--- config.mk ---
export PLATFORM = sky130hd
export DESIGN_NAME = id_ex_ctrl
export DESIGN_NICKNAME = d
export VERILOG_FILES = /design/src/rtl/id_ex_ctrl.sv
export SDC_FILE = /design/constraint.sdc
export NUM_CORES = 1
export LEC_CHECK = 0
export CAP_MARGIN = 25
export CORE_UTILIZATION = 32
export CTS_CLUSTER_SIZE = 40
export DETAILED_ROUTE_END_ITERATION = 10
export PLACE_DENSITY = 0.75
export SYNTH_ARGS = -nofsm -noshare
export SYNTH_HDL_FRONTEND = slang
export SYNTH_SLANG_ARGS = --single-unit
--- constraint.sdc ---
create_clock -name clk -period 0.8 [get_ports clk]
set_input_delay 0.08 -clock clk [delete_from_list [all_inputs] [get_ports clk]]
set_output_delay 0.08 -clock clk [all_outputs]
set_load 0.03 [all_outputs]
--- src/rtl/id_ex_ctrl.sv ---
// rtl/id_ex_ctrl.sv - ID/EX pipeline register with instruction decode and condition gating
// Decodes the IF/ID instruction and registers EX controls, or a bubble when the instruction must not execute.
module id_ex_ctrl (
    input  logic        clk,
    input  logic        rst_n,
    input  logic [31:0] instr,
    input  logic        instr_valid,
    input  logic        freeze,
    input  logic        flush,
    input  logic [3:0]  status,
    output logic [3:0]  exe_command,
    output logic        wb_en,
    output logic        mem_r_en,
    output logic        mem_w_en,
    output logic        branch,
    output logic        s_bit,
    output logic        imm,
    output logic        valid_out,
    output logic [3:0]  dest,
    output logic [3:0]  src1,
    output logic [11:0] shift_operand,
    output logic [23:0] signed_imm_24,
    output logic        two_src
);

    logic [3:0] w_cond;
    logic [1:0] w_mode;
    logic [3:0] w_opcode;
    logic       w_i;
    logic       w_s;
    logic       w_n, w_z, w_c, w_v;

    assign w_cond   = instr[31:28];
    assign w_mode   = instr[27:26];
    assign w_i      = instr[25];
    assign w_opcode = instr[24:21];
    assign w_s      = instr[20];
    assign {w_n, w_z, w_c, w_v} = status;

    logic [3:0] w_exe;
    logic       w_wb, w_mr, w_mw, w_br, w_sb;
    logic       w_store;
    logic       w_cond_pass;
    logic       w_load_ctrl;

    always_comb begin
        w_exe = 4'b0000;
        w_wb  = 1'b0;
        w_mr  = 1'b0;
        w_mw  = 1'b0;
        w_br  = 1'b0;
        w_sb  = 1'b0;
        case (w_mode)
            2'b00: begin
                case (w_opcode)
                    4'b1101: begin w_exe = 4'b0001; w_wb = 1'b1; w_sb = w_s; end
                    4'b1111: begin w_exe = 4'b1001; w_wb = 1'b1; w_sb = w_s; end
                    4'b0100: begin w_exe = 4'b0010; w_wb = 1'b1; w_sb = w_s; end
                    4'b0101: begin w_exe = 4'b0011; w_wb = 1'b1; w_sb = w_s; end
                    4'b0010: begin w_exe = 4'b0100; w_wb = 1'b1; w_sb = w_s; end
                    4'b0110: begin w_exe = 4'b0101; w_wb = 1'b1; w_sb = w_s; end
                    4'b0000: begin w_exe = 4'b0110; w_wb = 1'b1; w_sb = w_s; end
                    4'b1100: begin w_exe = 4'b0111; w_wb = 1'b1; w_sb = w_s; end
                    4'b0001: begin w_exe = 4'b1000; w_wb = 1'b1; w_sb = w_s; end
                    // Compare/test only update flags, so S is forced on.
                    4'b1010: begin w_exe = 4'b0100; w_sb = 1'b1; end
                    4'b1000: begin w_exe = 4'b0110; w_sb = 1'b1; end
                    default: ;
                endcase
            end
            2'b01: begin
                w_exe = 4'b0010;
                if (w_s) begin
                    w_mr = 1'b1;
                    w_wb = 1'b1;
                end else begin
                    w_mw = 1'b1;
                end
            end
            2'b10: w_br = 1'b1;
            default: ;
        endcase
    end

    always_comb begin
        w_cond_pass = 1'b0;
        case (w_cond)
            4'b0000: w_cond_pass = w_z;
            4'b0001: w_cond_pass = ~w_z;
            4'b0010: w_cond_pass = w_c;
            4'b0011: w_cond_pass = ~w_c;
            4'b0100: w_cond_pass = w_n;
            4'b0101: w_cond_pass = ~w_n;
            4'b0110: w_cond_pass = w_v;
            4'b0111: w_cond_pass = ~w_v;
            4'b1000: w_cond_pass = w_c & ~w_z;
            4'b1001: w_cond_pass = ~w_c | w_z;
            4'b1010: w_cond_pass = (w_n == w_v);
            4'b1011: w_cond_pass = (w_n != w_v);
            4'b1100: w_cond_pass = ~w_z & (w_n == w_v);
            4'b1101: w_cond_pass = w_z | (w_n != w_v);
            4'b1110: w_cond_pass = 1'b1;
            default: w_cond_pass = 1'b0;
        endcase
    end

    assign w_store     = (w_mode == 2'b01) & ~w_s;
    assign two_src     = ~w_i | w_store;
    assign w_load_ctrl = ~flush & ~freeze & instr_valid & w_cond_pass;

    logic [3:0]  r_exe;
    logic        r_wb, r_mr, r_mw, r_br, r_sb, r_imm, r_valid;
    logic [3:0]  r_dest, r_src1;
    logic [11:0] r_shift;
    logic [23:0] r_simm;

    always_ff @(posedge clk or negedge rst_n) begin
        if (!rst_n) begin
            r_exe   <= 4'b0000;
            r_wb    <= 1'b0;
            r_mr    <= 1'b0;
            r_mw    <= 1'b0;
            r_br    <= 1'b0;
            r_sb    <= 1'b0;
            r_imm   <= 1'b0;
            r_valid <= 1'b0;
            r_dest  <= 4'h0;
            r_src1  <= 4'h0;
            r_shift <= 12'h000;
            r_simm  <= 24'h000000;
        end else begin
            // Operand fields always follow instr; only the controls are bubbled.
            r_imm   <= w_i;
            r_dest  <= instr[15:12];
            r_src1  <= instr[19:16];
            r_shift <= instr[11:0];
            r_simm  <= instr[23:0];
            if (w_load_ctrl) begin
                r_exe   <= w_exe;
                r_wb    <= w_wb;
                r_mr    <= w_mr;
                r_mw    <= w_mw;
                r_br    <= w_br;
                r_sb    <= w_sb;
                r_valid <= 1'b1;
            end else begin
                r_exe   <= 4'b0000;
                r_wb    <= 1'b0;
                r_mr    <= 1'b0;
                r_mw    <= 1'b0;
                r_br    <= 1'b0;
                r_sb    <= 1'b0;
                r_valid <= 1'b0;
            end
        end
    end

    assign exe_command   = r_exe;
    assign wb_en         = r_wb;
    assign mem_r_en      = r_mr;
    assign mem_w_en      = r_mw;
    assign branch        = r_br;
    assign s_bit         = r_sb;
    assign imm           = r_imm;
    assign valid_out     = r_valid;
    assign dest          = r_dest;
    assign src1          = r_src1;
    assign shift_operand = r_shift;
    assign signed_imm_24 = r_simm;

endmodule

==> run summary <==
STATUS
--------------------------------------------------------------------------------
Outcome                                                             finished, violations left
Violated checks                                                     setup timing

STA
--------------------------------------------------------------------------------
Setup tns final                                                         -9.36 ns
Unrepaired setup endpoints after global routing                             true
Worst Tran Pin Value                                                    0.398 ns
Post-layout minimum cycle time                                           1.20 ns
Number of max-slew violations in the final report                              0
Part of the cycle the worst path needs                                      150%
Minimum setup slack in the final design                                -0.396 ns
Relative max-transition margin                                             73.4%
Number of hold violations in the final report                                  0
Max frequency                                                          0.836 GHz
Final setup violation count                                                   65

SYNTHESIS
--------------------------------------------------------------------------------
Avg Inst Size Synth                                                    12.4 um^2
Synthesized area                                                       1500 um^2
Syn Inst Count                                                               121
Sequential area share after synthesis                                      58.5%
Flip-flop and latch count after synthesis                                     35
Synth Net Count                                                              162
Yosys cell types                                                              39
Count of warnings emitted by yosys                                             0

CELLS AND AREA
--------------------------------------------------------------------------------
Post-Layout Cell Count                                                       288
Antenna cells                                                                  0
Share of layout cells above drive strength 1                               56.8%
Area grow syn2layout                                                       96.4%
Multi-input combinational cell area                                     548 um^2
Number of nets at the end of the flow                                        276
Number of fill cells in the layout                                           322
Total area of sequential cells                                          876 um^2

POWER AND IR DROP
--------------------------------------------------------------------------------
Peak supply drop                                                        0.693 mV
Reported leakage power                                                   1.40 nW
Power density over the cells                                        1610 nW/um^2
Overall power of the completed layout                                  0.00475 W

CRITICAL PATH
--------------------------------------------------------------------------------
Sum of buffers and inverters on the critical path                              1
Crit start category                                                   input port
Data arrival, critical path                                              1.38 ns
Req. time, crit path                                                     0.98 ns
Cell family with most CP delay                                      simple AND/OR/NAND/NOR gates
Kind of critical path                                                  in -> reg
WP depth                                                                       6
Largest fanout on the critical path                                            6
Largest stage delay on the critical path                                 0.52 ns
Sort of element at the end of the critical path                         register
Cell-by-cell listing of the critical path                           buf_6, or4b_4, o311a_4, o311ai_4, o32ai_4, nor4_2
Cell with the biggest individual delay on the critical path               or4b_4

DIE
--------------------------------------------------------------------------------
Die outline area                                                       4960 um^2
I/O pin count                                                                 97
Core box area                                                          4410 um^2
Die height                                                               70.4 um
Starting density of the core                                               33.9%
Width of the die                                                         70.4 um
Number of standard-cell rows in the floorplan                                 24

ROUTE
--------------------------------------------------------------------------------
DRC marker count from the first detailed-route iteration                      54
Routed wirelength normalized by instance count                           15.4 um
Count of antenna-violating nets left after detailed routing                    0
Per-cell via count in the routed design                                     4.68
Pre-Repair DR Iteration Count                                                  4
Total DRC errors in the routed layout                                          0
Via count                                                                   1347
Total Routed Length                                                      4.43 mm

GLOBAL ROUTE
--------------------------------------------------------------------------------
Global route overflow                                                          0
Maximum number of pins on one net before global-route repair                  36
Via count of the first global-routing pass                                  1443
Global-route wire length before repair                                   7.05 mm
Number of antenna violations at the first check in global routing              0
Total track usage                                                          18.4%

PLACE
--------------------------------------------------------------------------------
Placed insts                                                                 274
Detailed Place HPWL                                                      3.09 mm
Final Wtd Congestion                                                       0.822
Number of buffers added on ports                                              96

CLOCKING
--------------------------------------------------------------------------------
TritonCTS buffer count                                                         5
CTS Root Buffer Type                                                    clkbuf_8
Clock-pin transition on the worst setup and hold timing paths            0.07 ns
Largest buffer count on any clock path                                         2
Num Clock Sinks                                                               35
CTS tree                                                                    done
H-tree depth                                                                   2

MIN PATH
--------------------------------------------------------------------------------
Class of the tightest hold or removal check                            in -> reg
Cell depth of the worst hold path                                              1

FLOW RUN
--------------------------------------------------------------------------------
Max capacitance violation total                                                0

[cell type report]
cell class              instances  share of cell area, %
well taps                      52                   2.21
clock buffers                   6                   2.81
flip-flops and latches         35                   29.8
clock inverters                 2                   1.19
multi-input cells              58                   18.6
inverters                       3                  0.468
repair buffers                132                   44.9
[power breakdown]
part | switching [W] | internal [W]
logic | 0.000593 | 0.000635
registers | 0.0000597 | 0.00184
clock network | 0.000615 | 0.00101
total | 0.00127 | 0.00348
[path summary, 6_finish.rpt]
kind | slack, ns | startpoint | end
max | -0.40 | instr[31] | exe_command[1]
min | 0.08 | instr[25] | imm
max in group asynchronous | 0.27 | rst_n | signed_imm_24[4]
min in group asynchronous | 0.36 | rst_n | signed_imm_24[17]
[cells in the mapped netlist]
cell type / instances / share of area (%)
o31a_1: 1 / 0.58
o21ai_0: 1 / 0.33
nor3_1: 4 / 1.3
o311a_2: 1 / 0.75
xor2_1: 1 / 0.58
o211a_1: 2 / 1.3
xnor2_1: 2 / 1.2
and2b_1: 1 / 0.50
o311ai_4: 1 / 1.8
nor4b_2: 1 / 1.0
nor3b_1: 1 / 0.50
nand2b_1: 2 / 0.84
buf_6: 1 / 0.75
inv_1: 3 / 0.75
a211oi_1: 1 / 0.50
o21ai_2: 1 / 0.58
clkbuf_1: 2 / 0.50
and3_1: 1 / 0.42
nand3b_1: 2 / 1.0
nand4_1: 1 / 0.42
o32ai_4: 1 / 1.8
mux2i_1: 2 / 1.3
or4b_1: 1 / 0.67
a21oi_1: 2 / 0.67
dfrtp_1: 35 / 58
buf_2: 1 / 0.33
a22oi_1: 1 / 0.50
o211ai_1: 1 / 0.50
a31oi_1: 1 / 0.42
a221oi_1: 1 / 0.58
nand2_1: 5 / 1.3
mux2_2: 1 / 0.75
nor2b_1: 2 / 0.84
nor2_1: 9 / 2.3
buf_4: 21 / 11
nor4_1: 4 / 1.7
nor4bb_1: 1 / 0.67
or3_1: 1 / 0.42
o311a_1: 1 / 0.67
[per-layer routing]
layer | wire [um] | GRT usage (%)
met1 | 1490 | 17.4
met2 | 2570 | 37.2
met3 | 342 | 5.48
met4 | 31 | 4.67
met5 | 0 | 0
[cell families after synthesis]
group                  synth area share, %
AO/OA/AOI/OAI                         11.0
XOR/XNOR                              1.75
buffers and inverters                 12.9
flip-flops                            58.5
multiplexers                          2.09
AND/OR/NAND/NOR                       13.8
[cell usage in the layout, fill, tap and decap left out, types with 2 or more instances in the layout]
cell type / Yosys / layout
buf_6: 1 / 64
buf_2: 1 / 5
dlygate4sd2_1: 0 / 3
nor4_2: 0 / 2
o21ai_2: 1 / 2
clkdlybuf4s50_1: 0 / 26
nor3_2: 0 / 2
mux2i_1: 2 / 2
nand2_1: 5 / 5
nor3_1: 4 / 2
clkbuf_8: 0 / 6
inv_1: 3 / 2
nor2_2: 0 / 4
nand3b_1: 2 / 2
a21oi_1: 2 / 2
buf_4: 21 / 28
nor2_1: 9 / 5
dfrtp_1: 35 / 35
o211a_1: 2 / 2
nor4_1: 4 / 2
buf_12: 0 / 2
o311a_4: 0 / 2
[through the flow]
stage / worst slack, ns / utilization, % / cell area (um^2) / hold slack (ns)
6_report: -0.396 / 66.6 / 2940 / 0.0802
5_1_grt: -0.453 / 66.6 / 2940 / 0.0675
4_1_cts: -0.468 / 65.1 / 2870 / 0.0505
3_5_place_dp: -1.20 / 55.7 / 2460 / 0.0548
3_3_place_gp: -1.11 / 55.7 / 2460 / 0.0522
2_1_floorplan: -0.652 / - / 1520 / -0.216
[what timing repair did]
item                                    in CTS  in global routing
gates resized for setup                    103                 24
gates cloned                                 1                  0
buffers inserted                             5                  0
endpoints found under the setup margin      66                 66
hold buffers                                 1                  0
endpoints found under the hold margin       35                  0
pin swaps                                   12                  7
[sequential cells by signal (all words and copies together) (netlist names)]
signal and flops:
mem_r_en 1, exe_command 4, valid_out 1, wb_en 1
imm 1, s_bit 1, branch 1, mem_w_en 1
signed_imm_24 24
Power figures use the tool's default switching activity.
